File: src/rtl/imem_loader.sv
// Loads a length-prefixed, big-endian byte stream into instruction memory while holding the CPU.
// Optional: define LOADER_CHECKSUM_EN to require a trailing 8-bit sum of all data bytes.
module imem_loader #(
  parameter int unsigned ADDR_W = 6
) (
  input  logic              clk_i,
  input  logic              reset_i,
  input  logic              start_i,
  input  logic              in_valid_i,
  input  logic [7:0]        in_data_i,
  output logic              in_ready_o,
  output logic              imem_we_o,
  output logic [ADDR_W-1:0] imem_addr_o,
  output logic [31:0]       imem_wdata_o,
  output logic              cpu_hold_o,
  output logic              busy_o,
  output logic              done_o,
  output logic              error_o,
  output logic [ADDR_W:0]   words_loaded_o
);

  localparam logic [16:0] Capacity = 17'(2 ** ADDR_W);

  typedef enum logic [2:0] {
    StIdle, StLenHi, StLenLo, StData, StDone, StError
`ifdef LOADER_CHECKSUM_EN
    , StCsum
`endif
  } state_e;

`ifdef LOADER_CHECKSUM_EN
  localparam state_e StTail = StCsum;
`else
  localparam state_e StTail = StDone;
`endif

  state_e            state_q, state_d;
  logic [7:0]        len_hi_q, len_hi_d;
  logic [ADDR_W:0]   len_q, len_d;
  logic [1:0]        idx_q, idx_d;
  logic [23:0]       word_q, word_d;
  logic              we_q, we_d;
  logic [ADDR_W-1:0] addr_q, addr_d;
  logic [31:0]       wdata_q, wdata_d;
  logic [ADDR_W:0]   words_q, words_d, words_inc;
  logic [16:0]       len_full;
  logic              ready, accept;
`ifdef LOADER_CHECKSUM_EN
  logic [7:0]        csum_q, csum_d;
`endif

  assign len_full  = {1'b0, len_hi_q, in_data_i};
  assign words_inc = words_q + {{ADDR_W{1'b0}}, 1'b1};
  assign accept    = in_valid_i & ready;

  always_ff @(posedge clk_i) begin
    if (reset_i) begin
      state_q  <= StIdle;
      len_hi_q <= '0;
      len_q    <= '0;
      idx_q    <= '0;
      word_q   <= '0;
      we_q     <= 1'b0;
      addr_q   <= '0;
      wdata_q  <= '0;
      words_q  <= '0;
`ifdef LOADER_CHECKSUM_EN
      csum_q   <= '0;
`endif
    end else begin
      state_q  <= state_d;
      len_hi_q <= len_hi_d;
      len_q    <= len_d;
      idx_q    <= idx_d;
      word_q   <= word_d;
      we_q     <= we_d;
      addr_q   <= addr_d;
      wdata_q  <= wdata_d;
      words_q  <= words_d;
`ifdef LOADER_CHECKSUM_EN
      csum_q   <= csum_d;
`endif
    end
  end

  always_comb begin
    state_d  = state_q;
    len_hi_d = len_hi_q;
    len_d    = len_q;
    idx_d    = idx_q;
    word_d   = word_q;
    we_d     = 1'b0;
    addr_d   = addr_q;
    wdata_d  = wdata_q;
    words_d  = words_q;
`ifdef LOADER_CHECKSUM_EN
    csum_d   = csum_q;
`endif
    unique case (state_q)
      StIdle, StDone, StError: begin
        if (start_i) begin
          state_d = StLenHi;
          words_d = '0;
          idx_d   = '0;
`ifdef LOADER_CHECKSUM_EN
          csum_d  = '0;
`endif
        end
      end
      StLenHi: begin
        if (accept) begin
          len_hi_d = in_data_i;
          state_d  = StLenLo;
        end
      end
      StLenLo: begin
        if (accept) begin
          if (len_full == '0) begin
            state_d = StTail;
          end else if (len_full > Capacity) begin
            state_d = StError;
          end else begin
            len_d   = len_full[ADDR_W:0];
            state_d = StData;
          end
        end
      end
      StData: begin
        if (accept) begin
          idx_d = idx_q + 2'd1;
`ifdef LOADER_CHECKSUM_EN
          csum_d = csum_q + in_data_i;
`endif
          if (idx_q == 2'd3) begin
            // Write fires next cycle; the stream keeps flowing underneath it.
            we_d    = 1'b1;
            addr_d  = words_q[ADDR_W-1:0];
            wdata_d = {word_q, in_data_i};
            words_d = words_inc;
            if (words_inc == len_q) state_d = StTail;
          end else begin
            word_d = {word_q[15:0], in_data_i};
          end
        end
      end
`ifdef LOADER_CHECKSUM_EN
      StCsum: begin
        if (accept) state_d = (in_data_i == csum_q) ? StDone : StError;
      end
`endif
      default: state_d = StIdle;
    endcase
  end

  always_comb begin
    ready = 1'b0;
    case (state_q)
      StLenHi, StLenLo, StData: ready = 1'b1;
`ifdef LOADER_CHECKSUM_EN
      StCsum: ready = 1'b1;
`endif
      default: ready = 1'b0;
    endcase
    in_ready_o     = ready;
    busy_o         = ready;
    cpu_hold_o     = (state_q != StDone);
    done_o         = (state_q == StDone);
    error_o        = (state_q == StError);
    imem_we_o      = we_q;
    imem_addr_o    = addr_q;
    imem_wdata_o   = wdata_q;
    words_loaded_o = words_q;
  end

endmodule

File: config.mk
export PLATFORM = sky130hd
export DESIGN_NAME = imem_loader
export DESIGN_NICKNAME = d
export VERILOG_FILES = /design/src/rtl/imem_loader.sv
export SDC_FILE = /design/constraint.sdc
export NUM_CORES = 1
export LEC_CHECK = 0
export CORE_MARGIN = 1
export CORE_UTILIZATION = 35
export CTS_CLUSTER_DIAMETER = 150
export DETAILED_ROUTE_END_ITERATION = 16
export DONT_BUFFER_PORTS = 1
export PLACE_DENSITY = 0.49
export SETUP_SLACK_MARGIN = 0.2
export SYNTH_ARGS = -nofsm -noshare
export SYNTH_HDL_FRONTEND = slang
export SYNTH_SLANG_ARGS = --single-unit
File: constraint.sdc
create_clock -name clk_i -period 2.7 [get_ports clk_i]
set_input_delay 0.675 -clock clk_i [delete_from_list [all_inputs] [get_ports clk_i]]
set_output_delay 0.675 -clock clk_i [all_outputs]
set_load 0.02 [all_outputs]
==> impl_metrics.env <==
export IMPL_status="finished clean"
export IMPL_die_area_mm2=0.0107
export IMPL_core_area_mm2=0.00986
export IMPL_antenna_cells=0
export IMPL_maxCapViolCount=0
export IMPL_post_drt_wl_per_cell_um=14.2
export IMPL_die_w_um=103
export IMPL_setup_tns_ps=0
export IMPL_worst_ep_required_time_ps=2030
export IMPL_synth_area_leaders="dfxtp_1, nand2_1, a21oi_1"
export IMPL_rsz0062_at_grt="no"
export IMPL_clk_latency_ps=350
export IMPL_cts_tree="yes"
export IMPL_maxSlewViolCount=0
export IMPL_fmax_ghz=0.420
export IMPL_synth_seq_cells=90
export IMPL_antenna_found_initial=0
export IMPL_drt_pass1_iterations=4
export IMPL_hold_start="reset_i"
export IMPL_fin_crit_sh=0.883
export IMPL_first_global_vias=2627
export IMPL_place_congestion=0.841
export IMPL_cp_startpoint="state_q[1]"
export IMPL_grt_max_degree=92
export IMPL_synth_cell_types=40
export IMPL_syn_nets=459
export IMPL_netlist_instances=445
export IMPL_start_util=0.364
export IMPL_hpwlAfterDp_mm=5.26
export IMPL_layout_nets=448
export IMPL_slew_headroom=0.435
export IMPL_power_mw=2.46
export IMPL_synth_top_area_frac=0.502
export IMPL_skew_ps=10.5
export IMPL_io_pin_count=63
export IMPL_path_clk_slew_ps=80
export IMPL_clk_path_buf_depth=2
export IMPL_async_flop_share=0
export IMPL_synth_edf_count=0
export IMPL_post_cts_resized=0
export IMPL_antenna_left=0
export IMPL_vias=2809
export IMPL_area_growth_pct=7.91
export IMPL_numCtsBuffers=9
export IMPL_io_buffers=0
export IMPL_endpoint_kind="output pin"
export IMPL_ys_warn_count=0
export IMPL_path_class="reg -> out"
export IMPL_grt_pass1_wl_mm=13.2
export IMPL_cp_max_fo=15
export IMPL_worstPathArrival_ps=1710
export IMPL_post_route_min_period_ps=2380
export IMPL_cp_start_kind="flip-flop"
export IMPL_root_buffer="clkbuf_8"
export IMPL_synth_top_cell_by_area="dfxtp_1"
export IMPL_post_cts_buffers=0
export IMPL_p_per_area_mw_per_mm2=634
export IMPL_tightest_slew_ps=848
export IMPL_die_y_um=103
export IMPL_dp_cells=556
export IMPL_power_leakage_nw=1.28
export IMPL_setup_viol=0
export IMPL_max_vdd_ir_drop_uv=369
export IMPL_overflow=0
export IMPL_r2r_start="state_q[2]"
export IMPL_htree_levels=3
export IMPL_drc_errors=0
export IMPL_avgSynthCellArea_um2=8.07
export IMPL_stdcell_count=571
export IMPL_cts_hold_buf=0
export IMPL_viasPerCell=4.92
export IMPL_clock_sinks=90
export IMPL_hold_violations=0
export IMPL_synthMostInstantiatedCell="nand2_1"
export IMPL_ys_seq_area_frac=0.502
export IMPL_grtUsageTotal=0.162
export IMPL_wirelength_mm=8.13
export IMPL_drive_above_1_share=0.0685
export IMPL_fp_row_count=36
export IMPL_synth_area_mm2=0.00359
export IMPL_synthTopCellsByCount="nand2_1, dfxtp_1, a21oi_1"
export IMPL_drtIter0Drc=139
export IMPL_hold_path_class="in -> reg"
export IMPL_synth_top_flop_cell="dfxtp_1"
==> routing by layer <==
layer | global-route usage | share of wire | wire length (µm) | vias up
met5 | 0 | 0 | 0 | -
met4 | 0.0488 | 0.0068 | 55 | 0
met3 | 0.0531 | 0.059 | 476 | 4
met2 | 0.245 | 0.44 | 3550 | 61
met1 | 0.220 | 0.50 | 4050 | 1290
li1 | - | - | - | 1454
==> registers in the layout, summed over array words and instances (netlist names) <==
| name | cells |
|---|---|
| idx_q | 2 |
| imem_wdata_o | 32 |
| state_q | 3 |
| imem_we_o | 1 |
| words_loaded_o | 7 |
| word_q | 24 |
| len_q | 7 |
| len_hi_q | 8 |
| imem_addr_o | 6 |
==> worst max-delay path, stage by stage, from the launching register on <==
cell and delay, ps:
dfxtp_1 470, inv_1 240, nand2_1 110, or2_2 370, inv_1 180
==> cells by family after synthesis <==
logic type,count (synthesis),synth area share
and+or+nand+nor,204,0.245
AOI/OAI and AO/OA,98,0.150
DFF,90,0.502
buffers and inverters,32,0.0478
xor gates and xnor gates,12,0.0293
muxes,7,0.0195
adders and majority gates,2,0.00697
==> path summary, 6_finish.rpt <==
| kind | cells after the start | slack (ps) | to |
|---|---|---|---|
| setup / recovery | 4 | 320 | done_o |
| hold / removal | 1 | 390 | imem_addr_o[1] |
| setup reg to reg | 5 | 620 | word_q[2] |
| hold reg to reg | 2 | 450 | len_hi_q[3] |
==> metrics by stage <==
step / hold WS (ps) / setup WS [ps] / utilization / cell area (µm²)
2_1_floorplan: 431 / 667 / - / 3590
3_3_place_gp: 435 / 497 / 0.371 / 3660
3_5_place_dp: 438 / 463 / 0.371 / 3660
4_1_cts: 361 / 305 / 0.393 / 3870
5_1_grt: 353 / 209 / 0.393 / 3870
6_report: 389 / 317 / 0.393 / 3870
==> layout by cell type (no fill, tap or decap), drive strengths merged, types with 4 or more instances in the layout <==
master,Yosys,layout
a21oi,80,80
buf,13,8
clkbuf,17,10
dfxtp,90,90
mux2i,7,7
nand2,148,148
nand3,6,6
nand3b,4,4
nor2,22,22
o21ai,5,5
or3,4,4
xnor2,10,10
==> layout make-up <==
cell class	instances	area, µm²
clock inverters	5	78.8
fillers	1062	5990
repair buffers	8	60.1
multi-input cells	323	1620
well taps	133	166
clock buffers	10	138
flip-flops and latches	90	1800
inverters	2	7.51
==> where the power goes <==
group          switching (mW)  total [mW]  internal [mW]
registers              0.0196        1.36           1.34
clock network           0.460        1.00          0.540
logic                  0.0583      0.0971         0.0388
total                   0.538        2.46           1.92
Note: power is estimated with default switching activity, not from simulation.
